File: src/rtl/mgmt_phy_train_monitor.sv
// mgmt_phy_train_monitor: lock, count, timeout and error qualifiers derived from training frames for the PHY management controller
typedef enum logic [3:0] {
    ST_INIT,
    ST_COMMA_HUNTING,
    ST_WAIT_LINK_DETECT_LOCKED,
    ST_WAIT_LINK_SPEED_LOCKED,
    ST_WAIT_LINK_ADVERTISE_LOCKED,
    ST_WAIT_IN_ADVERTISE,
    ST_CONFIGURATION_OR_ACCEPT,
    ST_OPERATIONAL,
    ST_LINK_LOST_ERR
} rstate_t;

localparam int TIMER_1MS_60MHZ = 60000;

module mgmt_phy_train_monitor #(
    parameter int DETECT_LOCK_CNT   = 7,
    parameter int DETECT_TX_CNT     = 255,
    parameter int SPEED_TX_CNT      = 7,
    parameter int ADV_LOCK_CNT      = 7,
    parameter int CRC_LOSS_CNT      = 3,
    parameter int SPEED_TIMEOUT_CYC = TIMER_1MS_60MHZ
) (
    input  logic       clk,
    input  logic       reset,
    input  rstate_t    link_st,
    input  logic       rx_frm_valid,
    input  logic [3:0] rx_frm_type,
    input  logic       rx_frm_crc_err,
    input  logic       tx_frm_done,
    input  logic [3:0] tx_frm_type,
    output logic       link_detect_locked,
    output logic       transmited_255_detect_frm,
    output logic       transmited_7_speed_frm,
    output logic       link_speed_timeout_detect,
    output logic       crc_consec_loss,
    output logic       advertise_locked,
    output logic       unexpected_frame_error
);
    localparam logic [3:0] FT_DETECT = 4'd0;
    localparam logic [3:0] FT_SPEED  = 4'd1;
    localparam logic [3:0] FT_ADV    = 4'd2;
    localparam logic [3:0] FT_CFG    = 4'd3;
    localparam logic [3:0] FT_ACCEPT = 4'd4;
    localparam logic [3:0] FT_DIO    = 4'd5;
    localparam logic [3:0] FT_DATA   = 4'd6;
    localparam int DRW = $clog2(DETECT_LOCK_CNT + 1);
    localparam int STW = $clog2(SPEED_TX_CNT + 1);
    localparam int CYW = $clog2(SPEED_TIMEOUT_CYC + 1);
    localparam int ARW = $clog2(ADV_LOCK_CNT + 1);
    localparam int CRW = $clog2(CRC_LOSS_CNT + 1);
    localparam logic [DRW-1:0] DET_LOCK = DRW'(DETECT_LOCK_CNT);
    localparam logic [7:0]     DET_TX   = 8'(DETECT_TX_CNT);
    localparam logic [STW-1:0] SPD_TX   = STW'(SPEED_TX_CNT);
    localparam logic [CYW-1:0] SPD_TO   = CYW'(SPEED_TIMEOUT_CYC);
    localparam logic [ARW-1:0] ADV_LOCK = ARW'(ADV_LOCK_CNT);
    localparam logic [CRW-1:0] CRC_LIM  = CRW'(CRC_LOSS_CNT);

    rstate_t        link_st_q;
    logic [DRW-1:0] det_rx_q, det_rx_d;
    logic [7:0]     det_tx_q, det_tx_d;
    logic [STW-1:0] spd_tx_q, spd_tx_d;
    logic [CYW-1:0] spd_cyc_q, spd_cyc_d;
    logic [ARW-1:0] adv_rx_q, adv_rx_d;
    logic [CRW-1:0] crc_q, crc_d;
    logic spd_seen_q, spd_seen_d;
    logic det_lock_q, det_lock_d, tx255_q, tx255_d, tx7_q, tx7_d, timeout_q, timeout_d;
    logic crc_loss_q, crc_loss_d, adv_lock_q, adv_lock_d, unexp_q, unexp_d;
    logic good, bad, chg, in_det, in_spd, in_adv, in_wadv, in_cfg, in_op, det_zone, adv_zone;
    logic crc_act, checked, allowed;
    logic ft_det, ft_spd, ft_adv, ft_cfg, ft_acc, ft_dio, ft_data;

    always_comb begin
        good     = rx_frm_valid & ~rx_frm_crc_err;
        bad      = rx_frm_valid & rx_frm_crc_err;
        chg      = link_st != link_st_q;
        in_det   = link_st == ST_WAIT_LINK_DETECT_LOCKED;
        in_spd   = link_st == ST_WAIT_LINK_SPEED_LOCKED;
        in_adv   = link_st == ST_WAIT_LINK_ADVERTISE_LOCKED;
        in_wadv  = link_st == ST_WAIT_IN_ADVERTISE;
        in_cfg   = link_st == ST_CONFIGURATION_OR_ACCEPT;
        in_op    = link_st == ST_OPERATIONAL;
        det_zone = in_det | in_spd;
        adv_zone = in_adv | in_wadv | in_cfg;
        crc_act  = !(link_st inside {ST_INIT, ST_COMMA_HUNTING, ST_LINK_LOST_ERR});
        ft_det   = rx_frm_type == FT_DETECT;
        ft_spd   = rx_frm_type == FT_SPEED;
        ft_adv   = rx_frm_type == FT_ADV;
        ft_cfg   = rx_frm_type == FT_CFG;
        ft_acc   = rx_frm_type == FT_ACCEPT;
        ft_dio   = rx_frm_type == FT_DIO;
        ft_data  = rx_frm_type == FT_DATA;
        // State-owned counters sit at zero outside their state, so entry always starts from a clean count
        det_rx_d   = (!in_det || bad) ? '0 :
                     (good && ft_det && det_rx_q != DET_LOCK) ? det_rx_q + 1'b1 : det_rx_q;
        det_lock_d = det_zone & (det_lock_q | (det_rx_d == DET_LOCK));
        det_tx_d   = !in_det ? '0 :
                     (tx_frm_done && tx_frm_type == FT_DETECT && !(&det_tx_q)) ? det_tx_q + 1'b1 : det_tx_q;
        tx255_d    = det_zone & (tx255_q | (det_tx_d >= DET_TX));
        spd_tx_d   = !in_spd ? '0 :
                     (tx_frm_done && tx_frm_type == FT_SPEED && spd_tx_q != SPD_TX) ? spd_tx_q + 1'b1 : spd_tx_q;
        spd_seen_d = in_spd & (spd_seen_q | (good & ft_spd));
        spd_cyc_d  = !in_spd ? '0 : (spd_seen_d || spd_cyc_q == SPD_TO) ? spd_cyc_q : spd_cyc_q + 1'b1;
        timeout_d  = in_spd & (timeout_q | (spd_cyc_d == SPD_TO & ~spd_seen_d));
        tx7_d      = in_spd & spd_seen_d & (spd_tx_d >= SPD_TX);
        adv_rx_d   = (!in_adv || bad || (good && !ft_adv)) ? '0 :
                     (good && adv_rx_q != ADV_LOCK) ? adv_rx_q + 1'b1 : adv_rx_q;
        adv_lock_d = in_adv ? ((adv_lock_q & ~chg) | (adv_rx_d == ADV_LOCK)) : (adv_zone & adv_lock_q);
        crc_d      = (!crc_act || good) ? '0 : (bad && crc_q != CRC_LIM) ? crc_q + 1'b1 : crc_q;
        crc_loss_d = (link_st != ST_INIT) & (crc_loss_q | (crc_d == CRC_LIM));
        checked    = det_zone | in_adv | in_wadv | in_cfg | in_op;
        allowed    = det_zone ? (ft_det | ft_spd) :
                     (in_adv | in_wadv) ? (ft_adv | ft_spd) :
                     in_cfg ? (ft_adv | ft_cfg | ft_acc) : (ft_dio | ft_data);
        unexp_d    = good & checked & ~allowed;
    end

    always_ff @(posedge clk or posedge reset) begin
        if (reset) begin
            link_st_q  <= ST_INIT;
            det_rx_q   <= '0;
            det_tx_q   <= '0;
            spd_tx_q   <= '0;
            spd_cyc_q  <= '0;
            adv_rx_q   <= '0;
            crc_q      <= '0;
            spd_seen_q <= 1'b0;
            det_lock_q <= 1'b0;
            tx255_q    <= 1'b0;
            tx7_q      <= 1'b0;
            timeout_q  <= 1'b0;
            crc_loss_q <= 1'b0;
            adv_lock_q <= 1'b0;
            unexp_q    <= 1'b0;
        end else begin
            link_st_q  <= link_st;
            det_rx_q   <= det_rx_d;
            det_tx_q   <= det_tx_d;
            spd_tx_q   <= spd_tx_d;
            spd_cyc_q  <= spd_cyc_d;
            adv_rx_q   <= adv_rx_d;
            crc_q      <= crc_d;
            spd_seen_q <= spd_seen_d;
            det_lock_q <= det_lock_d;
            tx255_q    <= tx255_d;
            tx7_q      <= tx7_d;
            timeout_q  <= timeout_d;
            crc_loss_q <= crc_loss_d;
            adv_lock_q <= adv_lock_d;
            unexp_q    <= unexp_d;
        end
    end

    assign link_detect_locked        = det_lock_q;
    assign transmited_255_detect_frm = tx255_q;
    assign transmited_7_speed_frm    = tx7_q;
    assign link_speed_timeout_detect = timeout_q;
    assign crc_consec_loss           = crc_loss_q;
    assign advertise_locked          = adv_lock_q;
    assign unexpected_frame_error    = unexp_q;
endmodule
File: config.mk
export PLATFORM = sky130hd
export DESIGN_NAME = mgmt_phy_train_monitor
export DESIGN_NICKNAME = d
export VERILOG_FILES = /design/src/rtl/mgmt_phy_train_monitor.sv
export SDC_FILE = /design/constraint.sdc
export NUM_CORES = 1
export LEC_CHECK = 0
export CAP_MARGIN = 20
export CORE_ASPECT_RATIO = 1.1
export CORE_UTILIZATION = 52
export CTS_CLUSTER_SIZE = 14
export DETAILED_ROUTE_END_ITERATION = 10
export PLACE_DENSITY = 0.76
export SYNTH_ARGS = -nofsm -noshare
export SYNTH_HDL_FRONTEND = slang
export SYNTH_SLANG_ARGS = --single-unit
File: constraint.sdc
create_clock -name clk -period 2.2 [get_ports clk]
set_input_delay 0.44 -clock clk [delete_from_list [all_inputs] [get_ports clk]]
set_output_delay 0.44 -clock clk [all_outputs]
set_load 0.005 [all_outputs]
==> reports/results.ini <==
[yosys]
synth_flop_cell=sky130_fd_sc_hd__dfrtp_1
ys_ff_latch=47
netlist_area_um2=2706
post-synth-top-area-cell=sky130_fd_sc_hd__dfrtp_1
post_synth_main_area_contributors=sky130_fd_sc_hd__dfrtp_1 (43%), sky130_fd_sc_hd__nor2_1 (4.9%), sky130_fd_sc_hd__xnor2_1 (4.9%)
synth.lib_cells_used.distinct=52
synth.yosys.seq_area_share=0.4346
asyncSetResetFlopFracSynth=1.000
avgSynthCellArea_um2=9.563
syn-instance-count=283
number_of_enable_flip_flop_cells_after_synthesis=0
syn-num-nets=310
synth_top_area_share=0.4346
ys_warn_count=0

[final_layout]
mostFrequentLayoutCells=sky130_fd_sc_hd__buf_4 (58), sky130_fd_sc_hd__dfrtp_1 (47), sky130_fd_sc_hd__nor2_1 (35)
post_route_cells_drive_above_1_share=0.2459
antenna-diode-count=0
most_common_cell_after_layout_fill_and_taps_aside=sky130_fd_sc_hd__buf_4
fin_nets=388
syn2layout_area_growth_pct=33.01
finish.instance_area_um2=3600

[timing]
setup_viol_count_final=0
hold_viol_final=0
setup_repair_after_global_routing_missed_its_margin=yes
fin_crit_sh=0.9768
final_setup_margin_ps=50.93
tightest_slew_ps=456.0
timing.final.crit_period_ps=2149
maxClockFrequency_mhz=465.3
timing.setup.tns_ps=0
max_slew_margin=0.6956
slew_violations=0
clock_skew_ps=6.406

[setup_path]
critical_path_required_ps=2440
cpLargestDelayFamily=simple AND/OR/NAND/NOR gates
r2r_setup_slack_ps=100
critical_path.startpoint_type=input port
critical_path.max_fanout=4
cp.buffers_inverters=1
worstPathArrival_ps=2390
setup.worst_path.class=in -> reg
regToRegEndpoint=transmited_255_detect_frm$_DFF_PP0_
reg2reg_depth=7
cp_slowest_stage_delay_ps=540
crit_chain=buf_6 > or4b_4 > a311oi_4 > mux2i_1 > nand2_1 > or4_1 > o21ai_1
crit_path_top_delay_cell=sky130_fd_sc_hd__or4b_4
worst_reg2reg_path_startpoint=det_tx_q[0]$_DFF_PP0_
end_kind=flip-flop

[placed_design]
place_ws_ps=-507.6
io_buffers=23
finalWeightedCongestion=0.8729
post-dp-hpwl_um=4778
area_post_placement_um2=3390

[flow_run]
cap_violations=0

[detailed_routing]
vias=2441
post-route-drc-count=0
drtAntennaViolNets=0
via_per_inst=5.812
number_of_violations_reported_at_the_end_of_detailed_routing_iteration_0=108
detail_route.wirelength_um=6275
final_routed_wire_length_divided_by_cell_count_um=14.94
drt_first_pass_iters=6

[floorplanning]
rows=27
die-width_um=70.79
initial_utilization=0.5413
ios=24
core_region_area_um2=5000
dieArea_um2=5497
floorplan.die.height_um=77.66

[clock_network]
worst_setup_hold_path_clk_slew_ps=90
clock-root-buffer=sky130_fd_sc_hd__clkbuf_8
clockBufferDepth=2
cts_inserted_buffers=5
clock_tree_from_tritoncts=yes
clock_sinks=47
holdBufCountCts=0
insertion_delay_ps=310
clock_tree.htree_level_count=2

[global_route]
globalRouteMet3Util=0.05065
number_of_antenna_violations_at_the_first_check_in_global_routing=0
grt_pass1_vias=2502
grt_util_met2=0.4394
grt_pass1_wl_um=11010
grt.met1_usage=0.3081
overflow=0
largest_net_degree_at_the_start_of_global_routing=29
track_usage=0.2556
grt.busiest_layer=met2

[power_and_ir_drop]
switching_share=0.2168
vdd.ir_drop.worst_v=0.0003893
internal-power_w=0.001438
pwr_density_cell_nw_per_um2=510.0
total_leakage_power_nw=1.561
total_switching_power_w=0.0003980
power_frac_clock=0.408
combinational_share_of_power=0.105
pwr-share-seq=0.487

[min_path]
min-delay-path-class=in -> async

[outcome]
outcome=completed

-- cells in the mapped netlist, types with 5 or more instances --
master / number
sky130_fd_sc_hd__nor2_1: 35
sky130_fd_sc_hd__nor3_1: 7
sky130_fd_sc_hd__nand4_1: 5
sky130_fd_sc_hd__a21oi_1: 10
sky130_fd_sc_hd__mux2i_1: 7
sky130_fd_sc_hd__xor2_1: 10
sky130_fd_sc_hd__nand3_1: 9
sky130_fd_sc_hd__clkbuf_1: 8
sky130_fd_sc_hd__xnor2_1: 15
sky130_fd_sc_hd__o21ai_0: 6
sky130_fd_sc_hd__dfrtp_1: 47
sky130_fd_sc_hd__nand2b_1: 7
sky130_fd_sc_hd__ha_1: 10
sky130_fd_sc_hd__inv_1: 6
sky130_fd_sc_hd__nand2_1: 26
-- power groups by stage --
stage | Sequential (W) | Combinational (W) | Clock (W)
CTS | 0.000894 | 0.000193 | 0.000754
finish | 0.000893 | 0.000193 | 0.000749
global placement | 0.000910 | 0.000189 | 0
floorplan | 0.000910 | 0.0000831 | 0
detailed placement | 0.000910 | 0.000193 | 0
global route | 0.000896 | 0.000214 | 0.000784
-- worst max-delay path by stage --
| stage | startpoint | end | cells after the start |
|---|---|---|---|
| 2_1_floorplan | tx_frm_type[1] | transmited_255_detect_frm$_DFF_PP0_ | 6 |
| 3_3_place_gp | tx_frm_type[1] | transmited_255_detect_frm$_DFF_PP0_ | 7 |
| 3_5_place_dp | tx_frm_type[1] | transmited_255_detect_frm$_DFF_PP0_ | 7 |
| 4_1_cts | tx_frm_type[3] | transmited_255_detect_frm$_DFF_PP0_ | 7 |
| 5_1_grt | rx_frm_type[1] | link_speed_timeout_detect$_DFF_PP0_ | 8 |
| 6_report | tx_frm_type[3] | transmited_255_detect_frm$_DFF_PP0_ | 7 |
-- stage by stage --
stage | std cells | hold slack [ps] | utilization | power, W
floorplan | 283 | 471.4 | - | 0.0009926
global placement | 408 | 475.5 | 0.6779 | 0.001099
detailed placement | 408 | 479.4 | 0.6779 | 0.001103
CTS | 419 | 461.3 | 0.7100 | 0.001841
global route | 420 | 493.0 | 0.7200 | 0.001893
finish | 420 | 447.8 | 0.7200 | 0.001836
-- state kept, by name (all words and copies together), names as in the netlist --
| name | flops |
|---|---|
| adv_rx_q | 3 |
| advertise_locked | 1 |
| crc_consec_loss | 1 |
| crc_q | 2 |
| det_rx_q | 3 |
| det_tx_q | 8 |
| link_detect_locked | 1 |
| link_speed_timeout_detect | 1 |
| link_st_q | 4 |
| spd_cyc_q | 16 |
| spd_seen_q | 1 |
| spd_tx_q | 3 |
| transmited_255_detect_frm | 1 |
| transmited_7_speed_frm | 1 |
| unexpected_frame_error | 1 |
-- cells by family (layout without fill, tap and decap cells) --
group | after synthesis | after routing | synth area share
AND/OR/NAND/NOR | 129 | 129 | 0.2575
adder cells (fa/ha/maj) | 10 | 10 | 0.04623
multiplexers | 7 | 7 | 0.02589
flip-flops | 47 | 47 | 0.4346
buffers and inverters | 17 | 96 | 0.02496
XOR/XNOR | 25 | 25 | 0.08091
AO/OA/AOI/OAI | 48 | 48 | 0.1299
-- cell type report --
class / count / area (µm²)
multi-input combinational: 219 / 1524
fill: 392 / 1400
sequential: 47 / 1176
timing repair buffer: 82 / 671.9
clock buffer: 6 / 72.57
tap: 58 / 72.57
clock inverter: 2 / 60.06
inverter: 6 / 22.52
-- worst register-to-register path, delay by kind of cell, from the launching register on --
family / cells / cell delay (ps)
simple gates: 3 / 740
flops: 1 / 400
fa+ha+maj: 1 / 220
mux: 1 / 250
compound gates: 2 / 420
-- layer usage --
metal / share of wire / wire length [µm]
met5: 0 / 0
met1: 0.42 / 2653
met4: 0.021 / 134
met2: 0.52 / 3245
met3: 0.038 / 241
-- what timing repair did --
item	in CTS	in global routing
endpoints found under the setup margin	2	3
pin swaps	7	8
resized for setup	12	18
buffers inserted	3	1
No activity file was read; power rests on OpenSTA's default activity.
==> RTL change: new RTL, same flow settings <==
Register the output `unexpected_frame_error` once more, with the module's reset; this adds one clock of latency there. The other outputs are not delayed to match.
--- a/src/rtl/mgmt_phy_train_monitor.sv
+++ b/src/rtl/mgmt_phy_train_monitor.sv
@@ -157,5 +157,11 @@
     assign link_speed_timeout_detect = timeout_q;
     assign crc_consec_loss           = crc_loss_q;
     assign advertise_locked          = adv_lock_q;
-    assign unexpected_frame_error    = unexp_q;
+    always_ff @(posedge clk or posedge reset) begin
+        if (reset) begin
+            unexpected_frame_error <= '0;
+        end else begin
+            unexpected_frame_error <= unexp_q;
+        end
+    end
 endmodule
Formal check against the unedited RTL: not equivalent (a bounded check fails within 4 cycles, from zero or initial values and one cycle with reset high).
==> RTL change against the original RTL <==
  * The run now ends with setup timing left
  * Sequential share of layout area fell by 0.52 points
  * Final area rose by 4.0%
  * Critical path depth rose by 2
  * Worst setup slack got worse by 61 ps
  * Sequential cell count rose by 1
  * Clock skew fell by 0.67 ps
  * Combinational power rose by 4%
  * Non-clock buffer count rose by 8
  * First-iteration DRC count rose by 70%
  * Count of clock-buffer cells in the layout did not move
  * Power fell by 2.5%
  * Wire length rose by 9.9%
  * Largest cell class unchanged
  * Synthesized area rose by 0.92%
  * Sequential power rose by 2%
==> RTL change: results <==
{
  "highest_layer": "met4",
  "clock_cell_area_share_pct": 3.24,
  "core_area_sq_um": 5030,
  "peakVddDrop_uv": 551,
  "antenna_cells": 0,
  "synth.area.top_cells": "dfrtp_1, nor2_1, xnor2_1",
  "ys_ff_latch": 48,
  "met2_length_microns": 3460,
  "ant_nets": 0,
  "met3_length_microns": 439,
  "setup_ws_ps": -10.3,
  "synth_commonest_cells": "dfrtp_1, nor2_1, nand2_1",
  "cts.clk_slew.worst_paths_ps": 90,
  "leakagePower_nw": 1.63,
  "min_path_type": "reg2reg",
  "violations": "setup timing",
  "r2r-start": "spd_cyc_q[1]",
  "nNetsFinal": 397,
  "multi_input_area_sq_um": 1580,
  "reg2reg_to": "link_speed_timeout_detect",
  "grtUsageMet1_pct": 31.3,
  "drv_cap": 0,
  "wl_met1_microns": 2810,
  "routed_wl_microns": 6890,
  "clock_skew_ps": 5.74,
  "critical_path_arrival_ps": 2430,
  "fin_hold_ws_ps": 356,
  "finalWeightedCongestion": 0.944,
  "nonClkBufAreaFrac_pct": 19.9,
  "synth_seq_area_share_pct": 44.0,
  "synth.net_count": 311,
  "met2_usage_pct": 45.4,
  "dr.first_iter.drc_count": 184,
  "met3_usage_pct": 5.91,
  "dp_cells": 412,
  "min-delay-start": "unexp_q",
  "drtPass1Iterations": 5,
  "grtUsageTotal_pct": 25.9,
  "reg.largest.list": "spd_cyc_q (16), det_tx_q (8), link_st_q (4)",
  "fill_cells": 323,
  "drive_above_1_share_pct": 27.8,
  "grt_pass1_wl_microns": 11200,
  "status": "complete, but fails checks",
  "placed_area_sq_um": 3420,
  "buffers": 90,
  "synth_area_per_cell_sq_um": 9.62,
  "ff2ff_setup_slack_ps": 0,
  "multi_input_gates": 219,
  "wire_per_inst_microns": 16.1,
  "antenna_found_initial": 0,
  "grt_max_degree": 21,
  "regArea_sq_um": 1200,
  "slew_headroom_pct": 69.3,
  "crit_path_max_fanout": 5,
  "setup_viol": 1,
  "hpwlAfterDp_microns": 4830,
  "vias": 2507
}
-- RTL change: worst max path at each step --
stage / startpoint / endpoint / cells after the start
6_report: rx_frm_crc_err / link_speed_timeout_detect / 9
5_1_grt: rx_frm_crc_err / link_speed_timeout_detect / 9
4_1_cts: rx_frm_type[3] / link_speed_timeout_detect / 8
3_5_place_dp: tx_frm_type[1] / transmited_255_detect_frm / 7
3_3_place_gp: tx_frm_type[1] / transmited_255_detect_frm / 7
2_1_floorplan: tx_frm_type[1] / transmited_255_detect_frm / 6
-- RTL change: cells by family after synthesis --
| family | share of synthesized area [%] |
|---|---|
| DFF | 44.0 |
| AOI/OAI and AO/OA | 12.9 |
| muxes | 2.57 |
| xor gates and xnor gates | 8.02 |
| adders and majority gates | 4.58 |
| and+or+nand+nor | 25.5 |
| buffers and inverters | 2.47 |
-- RTL change: where the power goes --
group          switching (mW)  internal, mW  leakage [nW]
logic                  0.0951         0.105         0.918
registers              0.0118         0.900         0.655
clock network           0.305         0.372        0.0614
total                   0.412          1.38          1.63
-- RTL change: metrics by stage --
stage / TNS [ps] / worst slack, ps / utilization [%]
6_report: -10.3 / -10.3 / 74.4
5_1_grt: -87.1 / -66.8 / 74.4
4_1_cts: 0 / 6.13 / 71.1
3_5_place_dp: -4060 / -504 / 68.0
3_3_place_gp: -3120 / -437 / 68.0
2_1_floorplan: -103 / -103 / -
-- RTL change: what timing repair did --
action                                  in CTS  in global routing
hold endpoints to repair                     0                  0
pin swaps                                    6                 15
setup buffers                                1                  8
endpoints found under the setup margin       3                  2
gates resized for setup                     15                 24
-- RTL change: worst max-delay path, stage by stage --
cell and delay [ps]:
clkdlybuf4s50_1 470, buf_4 120, and3b_2 250, a2111oi_2 370, buf_4 180, xnor2_1 90
nor2_2 170, nand4_1 130, o21ai_1 210
